File: src/rtl/dfr_pkg.sv
// Shared types and helpers for the DFR matrix-multiply stage.
package dfr_pkg;

    typedef enum logic [1:0] {
        IDLE  = 2'd0,
        FETCH = 2'd1,
        MAC   = 2'd2,
        WRITE = 2'd3
    } state_t;

    // Accumulator width: full product plus growth for K terms plus one guard bit.
    function automatic int acc_width(input int data_width, input int k);
        return 2 * data_width + $clog2(k) + 1;
    endfunction

endpackage

File: src/rtl/dfr_mac_sat.sv
// Signed multiply-accumulate with synchronous clear and a shift/saturate output stage.
module dfr_mac_sat #(
    parameter int DATA_WIDTH = 32,
    parameter int ACC_WIDTH  = 68,
    parameter int FRAC_BITS  = 16
) (
    input  logic                  clk,
    input  logic                  rst,
    input  logic                  clear,
    input  logic                  en,
    input  logic [DATA_WIDTH-1:0] a,
    input  logic [DATA_WIDTH-1:0] b,
    output logic [DATA_WIDTH-1:0] result
);

    localparam logic signed [ACC_WIDTH-1:0] SAT_MAX =
        {{(ACC_WIDTH-DATA_WIDTH+1){1'b0}}, {(DATA_WIDTH-1){1'b1}}};
    localparam logic signed [ACC_WIDTH-1:0] SAT_MIN =
        {{(ACC_WIDTH-DATA_WIDTH+1){1'b1}}, {(DATA_WIDTH-1){1'b0}}};

    logic signed [2*DATA_WIDTH-1:0] prod;
    logic signed [ACC_WIDTH-1:0]    prod_ext;
    logic signed [ACC_WIDTH-1:0]    acc;
    logic signed [ACC_WIDTH-1:0]    shifted;

    assign prod     = $signed(a) * $signed(b);
    assign prod_ext = {{(ACC_WIDTH-2*DATA_WIDTH){prod[2*DATA_WIDTH-1]}}, prod};

    always_ff @(posedge clk) begin
        if (rst || clear) acc <= '0;
        else if (en)      acc <= acc + prod_ext;
    end

    // Arithmetic shift truncates toward -inf; no rounding.
    assign shifted = acc >>> FRAC_BITS;

    always_comb begin
        result = shifted[DATA_WIDTH-1:0];
        if (shifted > SAT_MAX)      result = SAT_MAX[DATA_WIDTH-1:0];
        else if (shifted < SAT_MIN) result = SAT_MIN[DATA_WIDTH-1:0];
    end

endmodule

File: src/rtl/dfr_matrix_multiply.sv
// DFR matrix-multiply stage: Z = X * Y over three 1-cycle-latency RAMs.
module dfr_matrix_multiply
    import dfr_pkg::*;
#(
    parameter int ADDR_WIDTH    = 32,
    parameter int DATA_WIDTH    = 32,
    parameter int X_ROWS        = 5,
    parameter int Y_COLS        = 5,
    parameter int X_COLS_Y_ROWS = 5,
    parameter int FRAC_BITS     = 16
) (
    input  logic                  clk,
    input  logic                  rst,
    input  logic                  start,
    output logic                  busy,
    output logic                  done,
    output logic [ADDR_WIDTH-1:0] x_ram_addr,
    input  logic [DATA_WIDTH-1:0] x_ram_data,
    output logic [ADDR_WIDTH-1:0] y_ram_addr,
    input  logic [DATA_WIDTH-1:0] y_ram_data,
    output logic [ADDR_WIDTH-1:0] z_ram_addr,
    output logic [DATA_WIDTH-1:0] z_ram_data,
    output logic                  z_ram_we
);

    localparam int K  = X_COLS_Y_ROWS;
    localparam int AW = acc_width(DATA_WIDTH, K);

    state_t state, next_state;
    logic [ADDR_WIDTH-1:0] i, j, k;
    logic [ADDR_WIDTH-1:0] x_row, x_addr, y_addr, z_addr;
    logic last_k, last_col, last_elem;
    logic mac_en, mac_clear;

    assign last_k    = (k == ADDR_WIDTH'(K - 1));
    assign last_col  = (j == ADDR_WIDTH'(Y_COLS - 1));
    assign last_elem = last_col && (i == ADDR_WIDTH'(X_ROWS - 1));

    always_ff @(posedge clk) begin
        if (rst) state <= IDLE;
        else     state <= next_state;
    end

    always_comb begin
        next_state = state;
        case (state)
            IDLE:    if (start) next_state = FETCH;
            FETCH:   next_state = MAC;
            MAC:     next_state = last_k ? WRITE : FETCH;
            WRITE:   next_state = last_elem ? IDLE : FETCH;
            default: next_state = IDLE;
        endcase
    end

    always_comb begin
        z_ram_we  = (state == WRITE);
        mac_clear = (state == WRITE);
        mac_en    = (state == MAC);
    end

    // Address counters only step by 1, K or Y_COLS so the address path needs no multiplier.
    always_ff @(posedge clk) begin
        if (rst) begin
            busy   <= 1'b0;
            done   <= 1'b0;
            i      <= '0;
            j      <= '0;
            k      <= '0;
            x_row  <= '0;
            x_addr <= '0;
            y_addr <= '0;
            z_addr <= '0;
        end else begin
            done <= 1'b0;
            case (state)
                IDLE: if (start) busy <= 1'b1;
                MAC: if (!last_k) begin
                    k      <= k + 1'b1;
                    x_addr <= x_addr + 1'b1;
                    y_addr <= y_addr + ADDR_WIDTH'(Y_COLS);
                end
                WRITE: begin
                    k <= '0;
                    if (last_elem) begin
                        busy   <= 1'b0;
                        done   <= 1'b1;
                        i      <= '0;
                        j      <= '0;
                        x_row  <= '0;
                        x_addr <= '0;
                        y_addr <= '0;
                        z_addr <= '0;
                    end else begin
                        z_addr <= z_addr + 1'b1;
                        if (last_col) begin
                            i      <= i + 1'b1;
                            j      <= '0;
                            x_row  <= x_row + ADDR_WIDTH'(K);
                            x_addr <= x_row + ADDR_WIDTH'(K);
                            y_addr <= '0;
                        end else begin
                            j      <= j + 1'b1;
                            x_addr <= x_row;
                            y_addr <= j + 1'b1;
                        end
                    end
                end
                default: ;
            endcase
        end
    end

    assign x_ram_addr = x_addr;
    assign y_ram_addr = y_addr;
    assign z_ram_addr = z_addr;

    dfr_mac_sat #(
        .DATA_WIDTH(DATA_WIDTH),
        .ACC_WIDTH (AW),
        .FRAC_BITS (FRAC_BITS)
    ) u_mac (
        .clk   (clk),
        .rst   (rst),
        .clear (mac_clear),
        .en    (mac_en),
        .a     (x_ram_data),
        .b     (y_ram_data),
        .result(z_ram_data)
    );

endmodule

File: config.mk
export PLATFORM = sky130hd
export DESIGN_NAME = dfr_matrix_multiply
export DESIGN_NICKNAME = d
export VERILOG_FILES = /design/src/rtl/dfr_pkg.sv /design/src/rtl/dfr_mac_sat.sv /design/src/rtl/dfr_matrix_multiply.sv
export SDC_FILE = /design/constraint.sdc
export NUM_CORES = 2
export LEC_CHECK = 0
export ABC_AREA = 1
export BUFFER_PORTS_ARGS = -buffer_cell sky130_fd_sc_hd__clkbuf_2
export CORE_MARGIN = 8
export CORE_UTILIZATION = 30
export CTS_BUF_LIST = sky130_fd_sc_hd__clkbuf_4
export CTS_CLUSTER_SIZE = 24
export DETAILED_ROUTE_END_ITERATION = 16
export PLACE_DENSITY = 0.45
export SKIP_LAST_GASP = 1
export SLEW_MARGIN = 30
export SYNTH_ARGS = -nofsm -noshare
export SYNTH_HDL_FRONTEND = slang
export SYNTH_SLANG_ARGS = --single-unit
File: constraint.sdc
create_clock -name clk -period 8.3 [get_ports clk]
set_input_delay 0.415 -clock clk [delete_from_list [all_inputs] [get_ports clk]]
set_output_delay 0.415 -clock clk [all_outputs]
set_load 0.02 [all_outputs]
### Word level (Yosys, flattened, before mapping)

Cells that the tools add are included.

* bits in registers: 296
* output and inout bits: 131

* equal/unequal tests: 9
* $mul: 1
* reductions and logical operators: 10
* bitwise logic cells: 1
* $lt $le $gt $ge: 2
* add/sub/neg operators: 8
* mux-type cells: 23

Operators with widths (number)
* 2-to-1 mux 32 bit: 12
* one-hot mux 32 bit (2 select lines): 3
* adder 32 x 1 -> 32 bit (second input constant): 5
* equality test 32 x 3 -> 1 bit (second input constant): 3
* adder 68 x 64 -> 68 bit: 1
* adder 32 x 3 -> 32 bit (second input constant): 2
* multiplier 32 x 32 -> 64 bit: 1
* > comparator 52 x 32 -> 1 bit (second input constant): 1
* < comparator 52 x 32 -> 1 bit (second input constant): 1
* one-hot mux 2 bit (4 select lines): 1
* inequality test 2 bit (second input constant): 3
* nonzero test 2 bit: 3
* equality test 2 bit (second input constant): 2
* 2-to-1 mux 1 bit: 4
* 2-to-1 mux 2 bit: 2
* AND reduction 2 bit: 2
* AND reduction 3 bit: 1
* equality test 2 x 1 -> 1 bit (second input constant): 1
* zero test 2 bit: 1
* one-hot mux 1 bit (2 select lines): 1
* OR reduction 2 bit: 1
* logical AND 1 bit: 1
* logical OR 1 bit: 1
* inverter 1 bit: 1

### Logic depth before layout (Yosys ltp)

* depth in word-level cells: 4
* gate-level depth with buffers: 34

### Cells and area by module

From an unflattened synthesis, not the netlist that was laid out.

* cell total of the unflattened synthesis: 8592
* area total of the unflattened synthesis: 61960.7 um2

Modules (own cells, without submodules)
* dfr_mac_sat: times used 1, area an instance 46836.2 um2, cells each 6002
* dfr_matrix_multiply: times used 1, area an instance 15124.5 um2, cells each 2590

### Worst setup path after synthesis

Ideal clock, no wire load.

* path kind: input -> register
* start: input port x_ram_data[31]
* end: register u_mac.acc[64]
* library setup time: 0.109 ns
* data arrival time: 7.807 ns
* required time: 8.191 ns
* cell stages on the path: 31
* path slack: 0.384 ns
* cell sequence: clkbuf_1 nand2_1 inv_1 fa_1 inv_1 fa_1 inv_1 fa_1 inv_1 fa_1 inv_1 fa_1 fa_1 fa_1 inv_1 fa_1 inv_1 ha_1 nand2_1 nor2_1 inv_1 nor2_1 inv_1 nor2_1 nand2_1 nand2_1 nand2_1 nand3_1 nand3_1 nand2_1 inv_1

* cells in the longest elaborated chain, start to end: 2

Ends and longest elaborated chain
* from (decl): RTL line dfr_matrix_multiply.sv:18 `input logic [DATA_WIDTH-1:0] x_ram_data,`
* multiplier 32 x 32 -> 64 bit: RTL line dfr_mac_sat.sv:26 `assign prod = $signed(a) * $signed(b);`
* adder 68 x 64 -> 68 bit: RTL line dfr_mac_sat.sv:31 `else if (en) acc <= acc + prod_ext;`
* to (signal assigned): RTL line dfr_mac_sat.sv:31
* to (decl): RTL line dfr_mac_sat.sv:23 `logic signed [ACC_WIDTH-1:0] acc;`

No other way between the ends.
A chain may end at the register's enable or synchronous reset.

### Worst setup path in the final report

Same ends and word-level chain as after synthesis.

==> reports/qor_table.md <==
| Result | Reported |
|:---|:---|
| Full die area | 220000 um2 |
| Peak clock frequency supported by timing | 0.134 GHz |
| Finished Cell Area | 67000 um2 |
| Post-route worst hold slack | 250 ps |
| Count of endpoints failing setup in the final report | 0 |
| Most used standard cell by instance count after synthesis | sky130_fd_sc_hd__inv_1 |
| Leading cell types by count after synthesis | sky130_fd_sc_hd__inv_1, sky130_fd_sc_hd__nand2_1, sky130_fd_sc_hd__fa_1 |
| Starting density of the core | 30.1% |
| Clock sinks | 296 |
| Count of nets after finishing | 10013 |
| Critical Path Source Type | primary input |
| Num CTS Buffers | 96 |
| I/O pin total | 198 |
| Final worst-path setup slack | 826 ps |
| First-pass iteration count of the detailed router | 7 |
| Cell count after synthesis | 8326 |
| Result of the run | finished clean |
| Yosys warning count | 0 |
| Deepest clock path buffer count | 3 |
| Depth of the worst register-to-register path | 24 |
| Remaining antenna violation count | 0 |
| GRT Overall Usage | 18.8% |
| Critical path class | in -> reg |
| Via-to-Cell Ratio | 4.58 |
| Width of the chip | 469 um |
| Weighted congestion at the end of routability-driven global placement | 0.921 |
| Worst-Margin Slew | 1030 ps |
| Pre-CTS setup slack | -73.2 ps |
| #FFs+latches synth | 296 |
| Final Routed Wirelength | 204 mm |
| Area share of the largest cell type after synthesis | 40.8% |
| Fraction of the cycle the final worst path needs | 90.1% |
| Fill cells | 22209 |
| Resized cells post-CTS | 0 |
| Multi-input gate area in the final layout | 45400 um2 |
| Cell variety after synth | 54 |
| Part of the Yosys area used for sequential elements | 9.65% |
| Instance area at placement | 65800 um2 |
| Number of endpoints with negative hold slack in the final report | 0 |
| Critical Path RT | 9100 ps |
| Worst-path fanout max | 20 |
| Top FF cell, synth | sky130_fd_sc_hd__dfxtp_1 |
| Setup repair after global routing missed its margin | false |
| Skew-Pair Late Insertion Delay | 1020 ps |
| Hold Path Depth | 4 |
| Share of layout cells above drive strength 1 | 6.62% |
| Number of antenna violations at the first check in global routing | 7 |
| Maximum level of the CTS H-tree | 3 |
| Growth of design area from synthesis to finish | 9.07% |
| Final Max Tran Viols | 0 |
| Number of post-CTS setup repair buffers | 0 |
| Via count of the first global-routing pass | 55172 |
| Library cell with the largest summed area after synthesis | sky130_fd_sc_hd__fa_1 |
| Count of buffers from port buffering | 197 |
| Sort of element at the end of the critical path | flip-flop |
| Main area contributors after synthesis | sky130_fd_sc_hd__fa_1, sky130_fd_sc_hd__inv_1, sky130_fd_sc_hd__nand2_1 |
| Net count after synthesis | 9881 |
| Vertical die dimension | 469 um |
| Number of max-capacitance violations reported | 0 |
| Max Clock Skew | 148 ps |
| Maximum number of pins on one net before global-route repair | 81 |
| Hold buffers post-CTS | 2 |
| Syn_area_per_cell | 7.38 um2 |
| DRC viols | 0 |
| Share of synthesized flip-flops with an asynchronous set or reset | 0% |
| Arrival @ worst endpoint | 8270 ps |
| Site Rows | 166 |
| Combined area of all synthesized cells | 61400 um2 |
| Worst min-delay path class | in -> reg |
| TritonCTS clock tree | yes |
| Root Buffer Master | sky130_fd_sc_hd__clkbuf_4 |
| Worst max-slew margin expressed relative to the limit | 31.6% |
| Wire length of the first global-routing pass | 325 mm |
| Shortest period the worst path allows | 7470 ps |
| Sum of overflow across all layers after global routing | 0 |
| Number of enable flip-flop cells after synthesis | 0 |
| Area of the core | 204000 um2 |
| Routed wire length per instance | 18.2 um |
| Sequential standard cell area | 5930 um2 |
| DPL Wire Length | 174 mm |
| Clock transition at the register clock pins on the worst setup and hold paths after CTS | 70 ps |
| Drt initial violations | 2743 |
| Total number of vias | 51438 |
layer usage:
layer / vias to the layer above / part of all wire, % / track usage, % / wire (um)
li1: 24418 / - / - / -
met1: 25713 / 44 / 24.9 / 90800
met2: 1089 / 49 / 33.0 / 100000
met3: 214 / 4.3 / 2.21 / 8710
met4: 4 / 2.2 / 4.12 / 4520
met5: - / 0.011 / 0 / 22
cell usage in the layout (no fill, tap or decap), types with 4 or more instances in the layout:
master	netlist	layout
sky130_fd_sc_hd__fa_1	1252	1251
sky130_fd_sc_hd__nand2_1	2159	2156
sky130_fd_sc_hd__nor3_2	5	5
sky130_fd_sc_hd__and3_1	6	6
sky130_fd_sc_hd__nand2_2	6	9
sky130_fd_sc_hd__or2_2	12	12
sky130_fd_sc_hd__o21ai_0	189	183
sky130_fd_sc_hd__clkbuf_2	0	196
sky130_fd_sc_hd__o21ai_1	35	41
sky130_fd_sc_hd__xnor2_1	19	19
sky130_fd_sc_hd__nor2_4	4	6
sky130_fd_sc_hd__diode_2	0	4
sky130_fd_sc_hd__nor4_1	30	30
sky130_fd_sc_hd__buf_4	8	129
sky130_fd_sc_hd__a21o_1	5	5
sky130_fd_sc_hd__o21bai_1	7	7
sky130_fd_sc_hd__o22ai_1	51	51
sky130_fd_sc_hd__nor3b_1	5	5
sky130_fd_sc_hd__clkinv_2	0	4
sky130_fd_sc_hd__nor2_1	393	392
sky130_fd_sc_hd__nand3b_1	9	9
sky130_fd_sc_hd__inv_2	13	15
sky130_fd_sc_hd__nor3_1	125	125
sky130_fd_sc_hd__a21oi_1	252	252
sky130_fd_sc_hd__ha_1	236	236
sky130_fd_sc_hd__nor2_2	9	8
sky130_fd_sc_hd__nand4_1	118	118
sky130_fd_sc_hd__buf_12	0	14
sky130_fd_sc_hd__inv_1	2344	2340
sky130_fd_sc_hd__nand3_2	4	4
sky130_fd_sc_hd__clkbuf_4	0	136
sky130_fd_sc_hd__clkinv_1	1	28
sky130_fd_sc_hd__dfxtp_1	296	296
sky130_fd_sc_hd__nand3_1	276	276
sky130_fd_sc_hd__xor2_1	119	119
sky130_fd_sc_hd__o31ai_1	4	4
critical path, stage by stage:
cell,delay (ps)
sky130_fd_sc_hd__clkbuf_2,410
sky130_fd_sc_hd__nand2_1,180
sky130_fd_sc_hd__inv_1,160
sky130_fd_sc_hd__fa_1,440
sky130_fd_sc_hd__inv_1,200
sky130_fd_sc_hd__fa_1,530
sky130_fd_sc_hd__fa_2,620
sky130_fd_sc_hd__buf_4,350
sky130_fd_sc_hd__fa_1,490
sky130_fd_sc_hd__inv_1,90
sky130_fd_sc_hd__fa_1,460
sky130_fd_sc_hd__fa_1,530
sky130_fd_sc_hd__fa_1,490
sky130_fd_sc_hd__inv_1,50
sky130_fd_sc_hd__fa_1,490
sky130_fd_sc_hd__inv_1,40
sky130_fd_sc_hd__ha_1,400
sky130_fd_sc_hd__nand2_1,140
sky130_fd_sc_hd__nor2_1,150
sky130_fd_sc_hd__inv_1,80
sky130_fd_sc_hd__nor3_1,480
sky130_fd_sc_hd__nand2_1,260
sky130_fd_sc_hd__nor3_1,190
sky130_fd_sc_hd__nand2_1,210
sky130_fd_sc_hd__nand3_1,150
sky130_fd_sc_hd__nand3_1,80
sky130_fd_sc_hd__nand2_1,90
sky130_fd_sc_hd__inv_1,40
final timing paths:
check | from | end | slack, ps
setup / recovery | x_ram_data[31] | u_mac.acc[64] | 830
hold / removal | start | busy | 250
setup reg to reg | u_mac.acc[48] | u_mac.acc[64] | 1160
hold reg to reg | i[30] | i[30] | 480
cells by family (layout without fill, tap and decap cells):
logic type	after synthesis	after routing	synth area share (%)
AND/OR/NAND/NOR	3172	3172	21.3
buffers and inverters	2666	2873	16.6
adder cells (fa/ha/maj)	1488	1488	45.6
AO/OA/AOI/OAI	566	566	4.92
flip-flops	296	296	9.65
XOR/XNOR	138	138	1.97
other	0	4	0
stage by stage:
stage          cells  setup TNS [ps]  util, %
2_1_floorplan   8326               0        -
3_3_place_gp   11046               0     32.2
3_5_place_dp   11046           -79.8     32.2
4_1_cts        11221               0     32.8
5_1_grt        11224               0     32.8
6_report       11225               0     32.8
final cells by class:
class,instances,area share [%]
multi-input combinational,5364,67.7
antenna,4,0.0149
sequential,296,8.84
clock inverter,37,0.273
clock buffer,136,1.52
timing repair buffer,342,3.37
inverter,2358,13.2
tap,2688,5.02
state kept, by name (all words and copies together) (netlist names):
| register | count |
|---|---|
| u_mac.acc | 68 |
| i | 32 |
| j | 32 |
| k | 32 |
| x_ram_addr | 32 |
| x_row | 32 |
| y_ram_addr | 32 |
| z_ram_addr | 32 |
| state | 2 |
| busy | 1 |
| done | 1 |
Power is left out: the tool's default activity adds up to more than one toggle a clock period on the data nets, which glitch-free logic cannot reach.
